===== config.mk =====
export PLATFORM = sky130hd
export DESIGN_NAME = muldiv_seq
export DESIGN_NICKNAME = d
export VERILOG_FILES = /design/src/rtl/muldiv_pkg.sv /design/src/rtl/muldiv_sign_fix.sv /design/src/rtl/muldiv_seq.sv
export SDC_FILE = /design/constraint.sdc
export NUM_CORES = 1
export LEC_CHECK = 0
export BUFFER_PORTS_ARGS = -buffer_cell sky130_fd_sc_hd__buf_2
export CAP_MARGIN = 10
export CELL_PAD_IN_SITES_DETAIL_PLACEMENT = 0
export CELL_PAD_IN_SITES_GLOBAL_PLACEMENT = 1
export CORE_ASPECT_RATIO = 1.5
export CORE_MARGIN = 2
export CORE_UTILIZATION = 35
export DETAILED_ROUTE_END_ITERATION = 16
export PLACE_DENSITY_LB_ADDON = 0.1
export RECOVER_POWER = 50
export SLEW_MARGIN = 20
export SYNTH_ARGS = -nofsm -noshare
export SYNTH_HDL_FRONTEND = slang
export SYNTH_SLANG_ARGS = --single-unit

===== constraint.sdc =====
create_clock -name clk_i -period 6 [get_ports clk_i]
set_input_delay 0.3 -clock clk_i [delete_from_list [all_inputs] [get_ports clk_i]]
set_output_delay 0.3 -clock clk_i [all_outputs]
set_load 0.02 [all_outputs]

===== src/rtl/muldiv_pkg.sv =====
// muldiv_pkg: op encodings, FSM states and counter-width helper for muldiv_seq.
package muldiv_pkg;
    localparam logic [1:0] OP_MULT  = 2'b00;
    localparam logic [1:0] OP_MULTU = 2'b01;
    localparam logic [1:0] OP_DIV   = 2'b10;
    localparam logic [1:0] OP_DIVU  = 2'b11;

    typedef enum logic [1:0] {ST_IDLE, ST_CALC, ST_FIX} state_t;

    function automatic int cnt_width(input int w);
        return $clog2(w) + 1;
    endfunction
endpackage


===== src/rtl/muldiv_sign_fix.sv =====
// muldiv_sign_fix: conditional two's-complement negate, used for operand
// magnitudes and result sign correction.
module muldiv_sign_fix #(
    parameter int W = 32
) (
    input  logic         neg_i,
    input  logic [W-1:0] x_i,
    output logic [W-1:0] y_o
);
    assign y_o = neg_i ? -x_i : x_i;
endmodule


===== src/rtl/muldiv_seq.sv =====
// muldiv_seq: radix-2 iterative multiply/divide with start/busy/done handshake.
// Signed MULT/DIV with sign correction only when MULDIV_SIGNED_EN is defined.
module muldiv_seq
    import muldiv_pkg::*;
#(
    parameter int WIDTH = 32
) (
    input  logic             clk_i,
    input  logic             reset_ni,
    input  logic             start_i,
    input  logic [1:0]       op_i,
    input  logic [WIDTH-1:0] a_i,
    input  logic [WIDTH-1:0] b_i,
    output logic             busy_o,
    output logic             done_o,
    output logic [WIDTH-1:0] hi_o,
    output logic [WIDTH-1:0] lo_o,
    output logic             div_zero_o
);
    localparam int CNT_W = cnt_width(WIDTH);

    state_t             state_q;
    logic               busy_q, done_q, dz_q, is_div_q;
    logic [CNT_W-1:0]   cnt_q;
    logic [WIDTH-1:0]   mcand_q, hi_q, lo_q, hi_d, lo_d, a_mag, b_mag, quo_fix, rem_fix;
    logic [2*WIDTH-1:0] acc_q, acc_d, prod_fix;
    logic [WIDTH:0]     sum, diff;
    logic               is_div;

    assign is_div = (op_i == OP_DIV) || (op_i == OP_DIVU);

`ifdef MULDIV_SIGNED_EN
    logic sgn, a_neg, b_neg, neg_q, rneg_q;
    assign sgn   = (op_i == OP_MULT) || (op_i == OP_DIV);
    assign a_neg = sgn & a_i[WIDTH-1];
    assign b_neg = sgn & b_i[WIDTH-1];
    muldiv_sign_fix #(.W(WIDTH))   u_a (.neg_i(a_neg),  .x_i(a_i),                   .y_o(a_mag));
    muldiv_sign_fix #(.W(WIDTH))   u_b (.neg_i(b_neg),  .x_i(b_i),                   .y_o(b_mag));
    muldiv_sign_fix #(.W(2*WIDTH)) u_p (.neg_i(neg_q),  .x_i(acc_q),                 .y_o(prod_fix));
    muldiv_sign_fix #(.W(WIDTH))   u_q (.neg_i(neg_q),  .x_i(acc_q[WIDTH-1:0]),      .y_o(quo_fix));
    muldiv_sign_fix #(.W(WIDTH))   u_r (.neg_i(rneg_q), .x_i(acc_q[2*WIDTH-1:WIDTH]), .y_o(rem_fix));
`else
    assign a_mag    = a_i;
    assign b_mag    = b_i;
    assign prod_fix = acc_q;
    assign quo_fix  = acc_q[WIDTH-1:0];
    assign rem_fix  = acc_q[2*WIDTH-1:WIDTH];
`endif

    // mult: acc = {partial, multiplier}; div: acc = {remainder, dividend/quotient}
    assign sum   = {1'b0, acc_q[2*WIDTH-1:WIDTH]} + (acc_q[0] ? {1'b0, mcand_q} : '0);
    assign diff  = acc_q[2*WIDTH-1:WIDTH-1] - {1'b0, mcand_q};
    assign acc_d = is_div_q
                 ? {(diff[WIDTH] ? acc_q[2*WIDTH-2:WIDTH-1] : diff[WIDTH-1:0]), acc_q[WIDTH-2:0], ~diff[WIDTH]}
                 : {sum, acc_q[WIDTH-1:1]};
    assign hi_d  = is_div_q ? rem_fix : prod_fix[2*WIDTH-1:WIDTH];
    assign lo_d  = is_div_q ? quo_fix : prod_fix[WIDTH-1:0];

    always_ff @(posedge clk_i) begin
        if (!reset_ni) begin
            state_q  <= ST_IDLE;
            busy_q   <= 1'b0;
            done_q   <= 1'b0;
            dz_q     <= 1'b0;
            is_div_q <= 1'b0;
            cnt_q    <= '0;
            acc_q    <= '0;
            mcand_q  <= '0;
            hi_q     <= '0;
            lo_q     <= '0;
`ifdef MULDIV_SIGNED_EN
            neg_q    <= 1'b0;
            rneg_q   <= 1'b0;
`endif
        end else begin
            done_q <= 1'b0;
            dz_q   <= 1'b0;
            case (state_q)
                ST_IDLE: begin
                    if (start_i && is_div && b_i == '0) begin
                        done_q <= 1'b1;
                        dz_q   <= 1'b1;
                    end else if (start_i) begin
                        is_div_q <= is_div;
                        mcand_q  <= is_div ? b_mag : a_mag;
                        acc_q    <= {{WIDTH{1'b0}}, (is_div ? a_mag : b_mag)};
                        cnt_q    <= CNT_W'(WIDTH);
                        busy_q   <= 1'b1;
                        state_q  <= ST_CALC;
`ifdef MULDIV_SIGNED_EN
                        neg_q    <= a_neg ^ b_neg;
                        rneg_q   <= a_neg;
`endif
                    end
                end
                ST_CALC: begin
                    acc_q <= acc_d;
                    cnt_q <= cnt_q - CNT_W'(1);
                    if (cnt_q == CNT_W'(1)) state_q <= ST_FIX;
                end
                ST_FIX: begin
                    hi_q    <= hi_d;
                    lo_q    <= lo_d;
                    done_q  <= 1'b1;
                    busy_q  <= 1'b0;
                    state_q <= ST_IDLE;
                end
                default: state_q <= ST_IDLE;
            endcase
        end
    end

    assign busy_o     = busy_q;
    assign done_o     = done_q;
    assign div_zero_o = dz_q;
    assign hi_o       = hi_q;
    assign lo_o       = lo_q;
endmodule


**Word level (Yosys, flattened, before mapping)**

Index checks and enable logic that the tools add are counted.
Widths: inputs -> output; s select.

- Muxes and demuxes: 20
- Add/subtract/negate cells: 3
- Bitwise gates (word level): 2
- Eq/ne operators: 8
- Reductions and logical operators: 12

Operator list:

| operator | number |
|---|---|
| $mux 64 | 3 |
| $mux 32 | 4 |
| $pmux 64 s2 | 1 |
| $add 32x32->33 | 1 |
| $sub 33x32->33 | 1 |
| $logic_not 32->1 | 1 |
| $mux 6 | 2 |
| $pmux 6 s2 | 1 |
| $reduce_and 3->1 | 4 |
| $eq 2x2->1 const B | 3 |
| $eq 6x1->1 const B | 1 |
| $mux 2 | 3 |
| $ne 2x2->1 const B | 3 |
| $sub 6x1->6 const B | 1 |
| $pmux 1 s2 | 2 |
| $pmux 2 s2 | 1 |
| $reduce_bool 2->1 | 2 |
| $mux 1 | 3 |
| $eq 2x1->1 const B | 1 |
| $logic_and 1x1->1 | 2 |
| $logic_not 2->1 | 1 |
| $not 1->1 | 2 |
| $reduce_and 2->1 | 1 |
| $logic_or 1x1->1 | 1 |

- Register bits after elaboration: 172
- Output and inout port bits: 67

**Longest topological paths before layout**

Gate-level depths: netlist of the first run.

- Word-level depth: 6
- Mapped depth: 13
- Gate-level depth less buffers: 13

**Worst setup path before layout of the first run**

OpenSTA, ideal clock, no wires.

- Path type: register to register
- Start point: register acc_q[0]
- End point: register acc_q[61]
- Path buffers: 0
- Setup time: 0.124 ns
- Path slack: 3.085 ns
- Stages on the path, launching flop included: 14
- Clock period less this slack: 2.915 ns
- Required time: 5.876 ns
- Arrival: 2.791 ns
- Path through: dfxtp_1 > and2_1 > ha_1 > inv_1 > fa_1 > nand2b_1 > a21oi_1 > o21a_1 > o21ai_0 > a221oi_1 > a211o_1 > o31ai_2 > mux2i_1 > a2111o_1

- Word-level cells in the longest chain between the ends: 4

Ends and longest elaborated chain:

| what | line | source |
|---|---|---|
| start: declaration | muldiv_seq.sv:26 | `logic [2*WIDTH-1:0] acc_q, acc_d, prod_fix;` |
| start signal: assignment | muldiv_seq.sv:86 | `acc_q <= {{WIDTH{1'b0}}, (is_div ? a_mag : b_mag)};` |
| $mux 32 | muldiv_seq.sv:51 | `assign sum = {1'b0, acc_q[2*WIDTH-1:WIDTH]} + (acc_q[0] ? {1'b0, mcand_q} : '0);` |
| $add 32x32->33 | muldiv_seq.sv:51 |  |
| $mux 64 | muldiv_seq.sv:54 | `? {(diff[WIDTH] ? acc_q[2*WIDTH-2:WIDTH-1] : diff[WIDTH-1:0]), acc_q[WIDTH-2:0], ~diff[WIDTH]}` |
| $pmux 64 s2 | muldiv_seq.sv:78 | `case (state_q)` |

Every way passes these cells.
A chain may end at the register's enable or synchronous reset.

**Worst setup path in the final report of the first run**

- Start point: input port op_i[1]
- End point: register acc_q[23]

- Word-level cells in the longest chain between the ends: 6

Ends and longest elaborated chain:

| what | line | source |
|---|---|---|
| start: declaration | muldiv_seq.sv:11 | `input logic [1:0] op_i,` |
| $eq 2x2->1 | muldiv_seq.sv:30 | `assign is_div = (op_i == OP_DIV) \|\| (op_i == OP_DIVU);` |
| $logic_or 1x1->1 * | muldiv_seq.sv:30 |  |
| $mux 32 or $logic_and 1x1->1 (tied branches) | muldiv_seq.sv:86, muldiv_seq.sv:80 |  |
| $mux 64 or $logic_and 1x1->1 (tied branches) | muldiv_seq.sv:83, muldiv_seq.sv:80 |  |
| $mux 64 or $ne 2x2->1 (tied branches) | -- |  |
| $pmux 64 s2 or $reduce_and 3->1 (tied branches) | -- |  |

Every way passes the cells marked *; elsewhere a longest branch is shown, timed or not. The select of a mux whose other input is x is not followed.

==> key figures, run 1 <==
STA
  – Fin. max-slew vios: ~130
  – Final setup vio count: 0
  – Setup TNS: 0 ps
  – Post-layout min period: 4244 ps
  – Tightest Pin Transition: 2220 ps
  – Final worst slack: roughly 1800 ps
  – Slew margin rel.: -0.4828
  – Final-report hold violation count: 0
  – RSZ-0062 raised after global routing: no
  – Final period util: 0.7073
  – Worst Skew: 9.472 ps
  – Fmax: 235.7 MHz

Detailed routing
  – Met3 WL post-DR: ~1200 µm
  – Total Routed Length: 38,300 µm
  – Drt drc: 0
  – WL/cell: 19.33 µm
  – Top layer reached by signal wires: met4
  – Starting DRT DRC Count: 526
  – DR WL met2: 19,460 µm
  – Final ANT Viol Nets: 0
  – Metal-1 WL: between 15,000 and 20,000 µm
  – Vias per cell: around 5.5
  – Vias after detailed routing: 10,920
  – Router iterations before antenna repair: 5

GRT
  – Largest net degree at the start of global routing: 98
  – Antenna violations before repair: 0
  – Vias in the first global route: 10,900
  – Gr usage total: 0.2206
  – First-pass GRT wire length: 60,230 µm
  – Gr ovfl total: 0

Synth
  – Distinct cells, synth: 75
  – Seq/Total Area, Yosys: 0.2979
  – Mapped Area: 11,560 µm²
  – Ys flop type: dfxtp_1
  – Synth Area per Inst: 7.793 µm²
  – Syn nets: 1,620
  – Post-synthesis cell count: about 1,500
  – Asr flop ratio synth: 0
  – Seq cells post-synth: 172
  – Post-synth EDFFs: 0
  – YS warnings: 0

Worst setup path
  – Cells along the critical path: clkbuf_1 > nor4b_1 > nand4_1 > nor3_1 > nor2b_1 > o21bai_4 > buf_4 > a211oi_1 > a21oi_1 > nor2_1
  – Worst path slowest cell: clkbuf_1
  – Critical Setup Path Class: in2reg
  – WP data required: 6330 ps
  – Critical path endpoint category: register
  – Worst reg2reg endpoint: hi_o[1]$_SDFFE_PN0N_
  – Register-to-register setup slack: 1810 ps
  – Critical path arrival: 4580 ps
  – Reg2Reg Depth: 4
  – Max incr delay on CP: about 1300 ps
  – Worst r2r src: state_q[1]$_SDFFE_PN0P_
  – Setup crit start kind: input pin
  – Critical path peak fanout: 39

Cells and area
  – NumNets Final: 1,690
  – FILL cells: 3,518
  – Layout cell share with drive strength beyond 1: 0.08876
  – Commonest non-fill, non-tap cells in the layout: nand2_1 (197), a21oi_1 (171), dfxtp_1 (171)
  – Area Growth Syn to Fin: 11.95%
  – Diodes inserted: 0
  – Most common cell after layout, fill and taps aside: nand2_1

Power and ir drop
  – Static leakage: just over 5 nW
  – Clock network fraction of total power: 0.364
  – Power Density: 231.6 nW/µm²
  – Combinational share of power: 0.215
  – Internal power: roughly 2 mW
  – Reg power frac: 0.421
  – NetSw: 1.002 mW
  – VDD IR max: 0.2027 mV
  – Tot Pwr: about 3 mW
  – Sw frac: 0.3343

Die
  – Die area: ~35,000 µm²
  – Row Count: 81
  – Height of the die: 226.6 µm
  – Die width: 152.4 µm
  – Core Region: 32,530 µm²
  – Initial Util: 0.3553
  – Number of I/O pins: 136

Run status
  – Failing checks: capacitance limit, slew limit
  – Outcome: finished with violations

Place
  – Pre-CTS setup slack: 1831 ps
  – Gpl congestion: 0.9025
  – Port Buffers: 134
  – Post-DP HPWL: ~28,000 µm

CTS
  – Root Buffer: clkbuf_16
  – Total clock buffers created by CTS: 17
  – Number of hold buffers added after CTS: 0
  – Max clock buf depth: 2
  – Reg clk slew, reported paths: 70 ps
  – Post-CTS Resized: 0
  – TritonCTS clock tree: done
  – H-tree depth: 4
  – Post-CTS Setup Bufs: 0
  – Worst skew pair latency: 460 ps
  – Clk sinks: 172

Worst hold path
  – Worst Hold Path Cells: 3
  – Hold path startpoint: a_i[18]
  – Hold Path End: mcand_q[18]$_SDFFE_PN0P_
  – Hold Path Class: in2reg

Run
  – Max-cap violations: 4
power groups by stage:
| stage | Combinational [mW] | Clock (mW) | Sequential [mW] |
|---|---|---|---|
| 2_1_floorplan | 0.477 | 0 | 1.26 |
| 3_3_place_gp | 0.641 | 0 | 1.29 |
| 3_5_place_dp | 0.644 | 0 | 1.29 |
| 4_1_cts | 0.647 | 1.12 | 1.26 |
| 5_1_grt | 0.718 | 1.15 | 1.27 |
| 6_report | 0.645 | 1.09 | 1.26 |
through the flow:
| step | instances | hold WS [ps] | instance area (µm²) | utilization |
|---|---|---|---|---|
| after floorplan | 1483 | 453.4 | 11560 | - |
| after global placement | 1949 | 438.7 | 12490 | 0.3841 |
| after detailed placement | 1949 | 443.9 | 12490 | 0.3841 |
| after CTS | 1981 | 176.1 | 13040 | 0.4009 |
| after global routing | 1981 | 204.8 | 12940 | 0.3977 |
| final | 1981 | 188.5 | 12940 | 0.3977 |
cell usage after synthesis (all sizes together) (14+ instances only):
| cell type | instances | area (µm²) |
|---|---|---|
| nor2b | 41 | 256.5 |
| xnor2 | 25 | 219.0 |
| nor2 | 115 | 447.9 |
| nor3 | 14 | 70.07 |
| nand3 | 20 | 105.1 |
| xor2 | 29 | 254.0 |
| buf | 26 | 127.6 |
| inv | 54 | 202.7 |
| clkbuf | 70 | 266.5 |
| and2 | 35 | 219.0 |
| a21o | 20 | 150.1 |
| a21oi | 172 | 864.6 |
| o21ai | 57 | 289.0 |
| a211oi | 103 | 785.8 |
| mux2i | 88 | 880.8 |
| ha | 66 | 825.8 |
| a22oi | 21 | 157.7 |
| dfxtp | 172 | 3443 |
| nand2 | 198 | 743.2 |
how the worst max path moves through the flow:
stage	slack [ps]	to	cells after the start	startpoint
after floorplan	3080	acc_q[61]$_SDFFE_PN0P_	13	acc_q[0]$_SDFFE_PN0P_
after global placement	1850	acc_q[61]$_SDFFE_PN0P_	14	acc_q[0]$_SDFFE_PN0P_
after detailed placement	1830	acc_q[61]$_SDFFE_PN0P_	14	acc_q[0]$_SDFFE_PN0P_
after CTS	1810	acc_q[61]$_SDFFE_PN0P_	14	acc_q[0]$_SDFFE_PN0P_
after global routing	1240	hi_o[1]$_SDFFE_PN0N_	4	state_q[1]$_SDFFE_PN0P_
final	1760	acc_q[23]$_SDFFE_PN0P_	10	op_i[1]
flip-flops by register name (all words and copies together), names as in the netlist:
register,flops
acc_q,64
state_q,2
div_zero_o,1
is_div_q,1
lo_o,32
mcand_q,32
busy_o,1
hi_o,32
cnt_q,6
done_o,1
area by class of cell:
type                    count  area [µm²]  share of cell area
flip-flops and latches    172        3445              0.2662
inverters                  54       205.2             0.01586
multi-input cells        1161        7540              0.5827
repair buffers            147       683.2             0.05280
clock inverters            13       103.9            0.008026
clock buffers              19       442.9             0.03423
well taps                 415       519.2             0.04013
critical path, delay by kind of cell:
kind / cells / cell delay [ps]
buf+inv: 2 / 1760
simple gates: 5 / 1440
compound gates: 3 / 1070
cell families after synthesis:
| kind of cell | Yosys count | share of synthesized area |
|---|---|---|
| and+or+nand+nor | 485 | 0.1952 |
| AOI/OAI and AO/OA | 463 | 0.2599 |
| DFF | 172 | 0.2979 |
| buffers and inverters | 150 | 0.05164 |
| muxes | 91 | 0.07946 |
| adders and majority gates | 68 | 0.07492 |
| xor gates and xnor gates | 54 | 0.04092 |
routing by layer:
layer,GRT usage,vias up
li1,-,5460
met1,0.2631,5207
met2,0.4032,207
met3,0.03173,49
met4,0.07718,0
met5,0,-
(Power assumes the default switching activity.)
==> inputs of run 2 (changes only) <==
- clock period: 6 -> 3.8 ns (I/O delays scaled with it)
==> key figures, run 2 (synthesis gave the netlist of run 1 again) <==
Worst setup path
  – Critical path endpoint category: register (unchanged)
  – Critical Setup Path Class: reg2reg (was in2reg)
  – Reg2Reg Depth: 14 (was 4)
  – Critical path arrival: 3860 ps (was 4580 ps)
  – WP data required: 4140 ps (was 6330 ps)
  – Critical path peak fanout: 3 (was 39)
  – Setup crit start kind: register (was input pin)

Run status
  – Failing checks: capacitance limit, slew limit (unchanged)
  – Outcome: finished with violations (unchanged)

Cells and area
  – Area Growth Syn to Fin: 14.14% (was 11.95%)
  – Diodes inserted: 0 (unchanged)
  – Max FFs per register: 64 (unchanged)
  – Post-layout util: 0.4055 (was 0.3977)
  – Layout cell share with drive strength beyond 1: 0.1027 (was 0.08876)
  – Most common cell after layout, fill and taps aside: nand2_1 (unchanged)
  – NumNets Final: 1,711 (was 1,690)
  – Reg with most FFs: acc_q (unchanged)
  – Commonest non-fill, non-tap cells in the layout: nand2_1 (197), a21oi_1 (171), dfxtp_1 (171) (unchanged)

Detailed routing
  – Met3 WL post-DR: 1318 µm (was 1216 µm)
  – Vias after detailed routing: 10,950 (was 10,920)
  – Top layer reached by signal wires: met5 (was met4)
  – Vias per cell: 5.470 (was 5.514)
  – Drt drc: 0 (unchanged)
  – Final ANT Viol Nets: 0 (unchanged)
  – DR WL met2: 18,650 µm (was 19,460 µm)
  – Metal-1 WL: 16,880 µm (was 16,680 µm)
  – Starting DRT DRC Count: 557 (was 526)
  – Total Routed Length: 38,140 µm (was 38,300 µm)
  – Router iterations before antenna repair: 5 (unchanged)
  – WL/cell: 19.05 µm (was 19.33 µm)

STA
  – Post-layout min period: 3512 ps
  – Tightest Pin Transition: 2456 ps (was 2220 ps)
  – WHS: 80.30 ps (was 188.5 ps)
  – Final-report hold violation count: 0 (unchanged)
  – Worst Skew: 12.11 ps (was 9.472 ps)
  – Fmax: between 200 and 300 MHz
  – RSZ-0062 raised after global routing: no (unchanged)
  – Slew margin rel.: -0.6408 (was -0.4828)
  – Setup TNS: 0 ps (unchanged)
  – Fin. max-slew vios: 27 (was 126)
  – Final period util: 0.9243
  – Final setup vio count: 0 (unchanged)

Die
  – Row Count: 81 (unchanged)
  – Core Region: 32,530 µm² (unchanged)
  – Initial Util: 0.3553 (unchanged)
  – Height of the die: 226.6 µm (unchanged)
  – Die width: 152.4 µm (unchanged)
  – Number of I/O pins: 136 (unchanged)
  – Die area: 34,520 µm² (unchanged)

Power and ir drop
  – Tot Pwr: 4.887 mW (was 2.996 mW)
  – VDD IR max: 0.3338 mV (was 0.2027 mV)
  – Static leakage: 5.249 nW (was 5.103 nW)
  – Power Density: 370.5 nW/µm² (was 231.6 nW/µm²)

Place
  – Gpl congestion: 0.8557 (was 0.9025)
  – Post-DP HPWL: 28,700 µm (was 28,370 µm)
  – Port Buffers: 134 (unchanged)

CTS
  – Clk sinks: 172 (unchanged)
  – Root Buffer: clkbuf_16 (unchanged)
  – Max clock buf depth: 2 (unchanged)
  – Worst skew pair latency: 460 ps (about the same)
  – Reg clk slew, reported paths: 80 ps (was 70 ps)
  – Total clock buffers created by CTS: 17 (unchanged)
  – TritonCTS clock tree: done (unchanged)
  – H-tree depth: 4 (unchanged)

GRT
  – Gr usage total: 0.2217 (was 0.2206)
  – First-pass GRT wire length: 60,160 µm (was 60,230 µm)
  – Largest net degree at the start of global routing: 83 (was 98)
  – Antenna violations before repair: 1 (was 0)
  – Gr ovfl total: 0 (unchanged)
  – Vias in the first global route: 10,760 (was 10,900)

Worst hold path
  – Worst Hold Path Cells: 3 (unchanged)
  – Hold Path Class: in2reg (unchanged)

Run
  – Max-cap violations: 1 (was 4)
-- run 2: cell count changes in the layout (fill, tap and decap cells not counted), moves of 2 or more --
| cell | before | now |
|---|---|---|
| clkinv_2 | 3 | 1 |
| buf_12 | 0 | 3 |
| buf_4 | 11 | 30 |
| bufinv_16 | 0 | 2 |
| inv_8 | 1 | 3 |
-- run 2: per-layer routing --
metal	track usage	vias to the layer above
met1	0.2667	5170
met2	0.3920	204
met3	0.03689	59
met5	0	-
li1	-	5516
met4	0.09105	2
-- run 2: layout make-up --
type	count	area (µm²)
multi-input cells	1161	7548
clock inverters	14	168.9
fillers	3441	19340
inverters	54	205.2
repair buffers	168	875.8
well taps	415	519.2
clock buffers	18	429.2
flip-flops and latches	172	3445
-- run 2: worst max-delay path: stages, from the launching register on --
cell	delay (ps)
dfxtp_1	370
and2_1	140
ha_1	200
inv_1	70
fa_1	400
nand2b_1	200
a21oi_1	260
o21a_1	210
o21ai_0	170
buf_4	210
a221oi_2	340
a211o_1	240
buf_4	140
a31oi_1	80
a2111oi_1	360
-- run 2: what timing repair did --
action                                  CTS  global route
gates resized for setup                   0             1
buffers inserted                          0             0
endpoints found under the setup margin    0             1
hold buffers                              0             0
-- run 2: through the flow --
stage | instance area [µm²] | std cells | setup slack [ps]
floorplan | 11560 | 1483 | 884.6
global placement | 12680 | 1970 | 269.0
detailed placement | 12680 | 1970 | 192.1
CTS | 13280 | 2002 | 151.5
global route | 13190 | 2002 | 74.63
finish | 13190 | 2002 | 287.7
-- run 2: final timing paths --
path / startpoint / to / slack, ps
min: a_i[21] / mcand_q[21]$_SDFFE_PN0P_ / 80
max reg2reg: acc_q[0]$_SDFFE_PN0P_ / acc_q[63]$_SDFFE_PN0P_ / 290
min reg2reg: hi_o[22]$_SDFFE_PN0N_ / hi_o[22]$_SDFFE_PN0N_ / 460
max: acc_q[0]$_SDFFE_PN0P_ / acc_q[63]$_SDFFE_PN0P_ / 290
-- run 2: power breakdown --
group / leakage, nW / switching [mW] / total, mW / internal, mW
Combinational: 3.55 / 0.621 / 1.03 / 0.411
Sequential: 1.40 / 0.103 / 1.99 / 1.89
Clock: 0.297 / 0.867 / 1.86 / 0.998
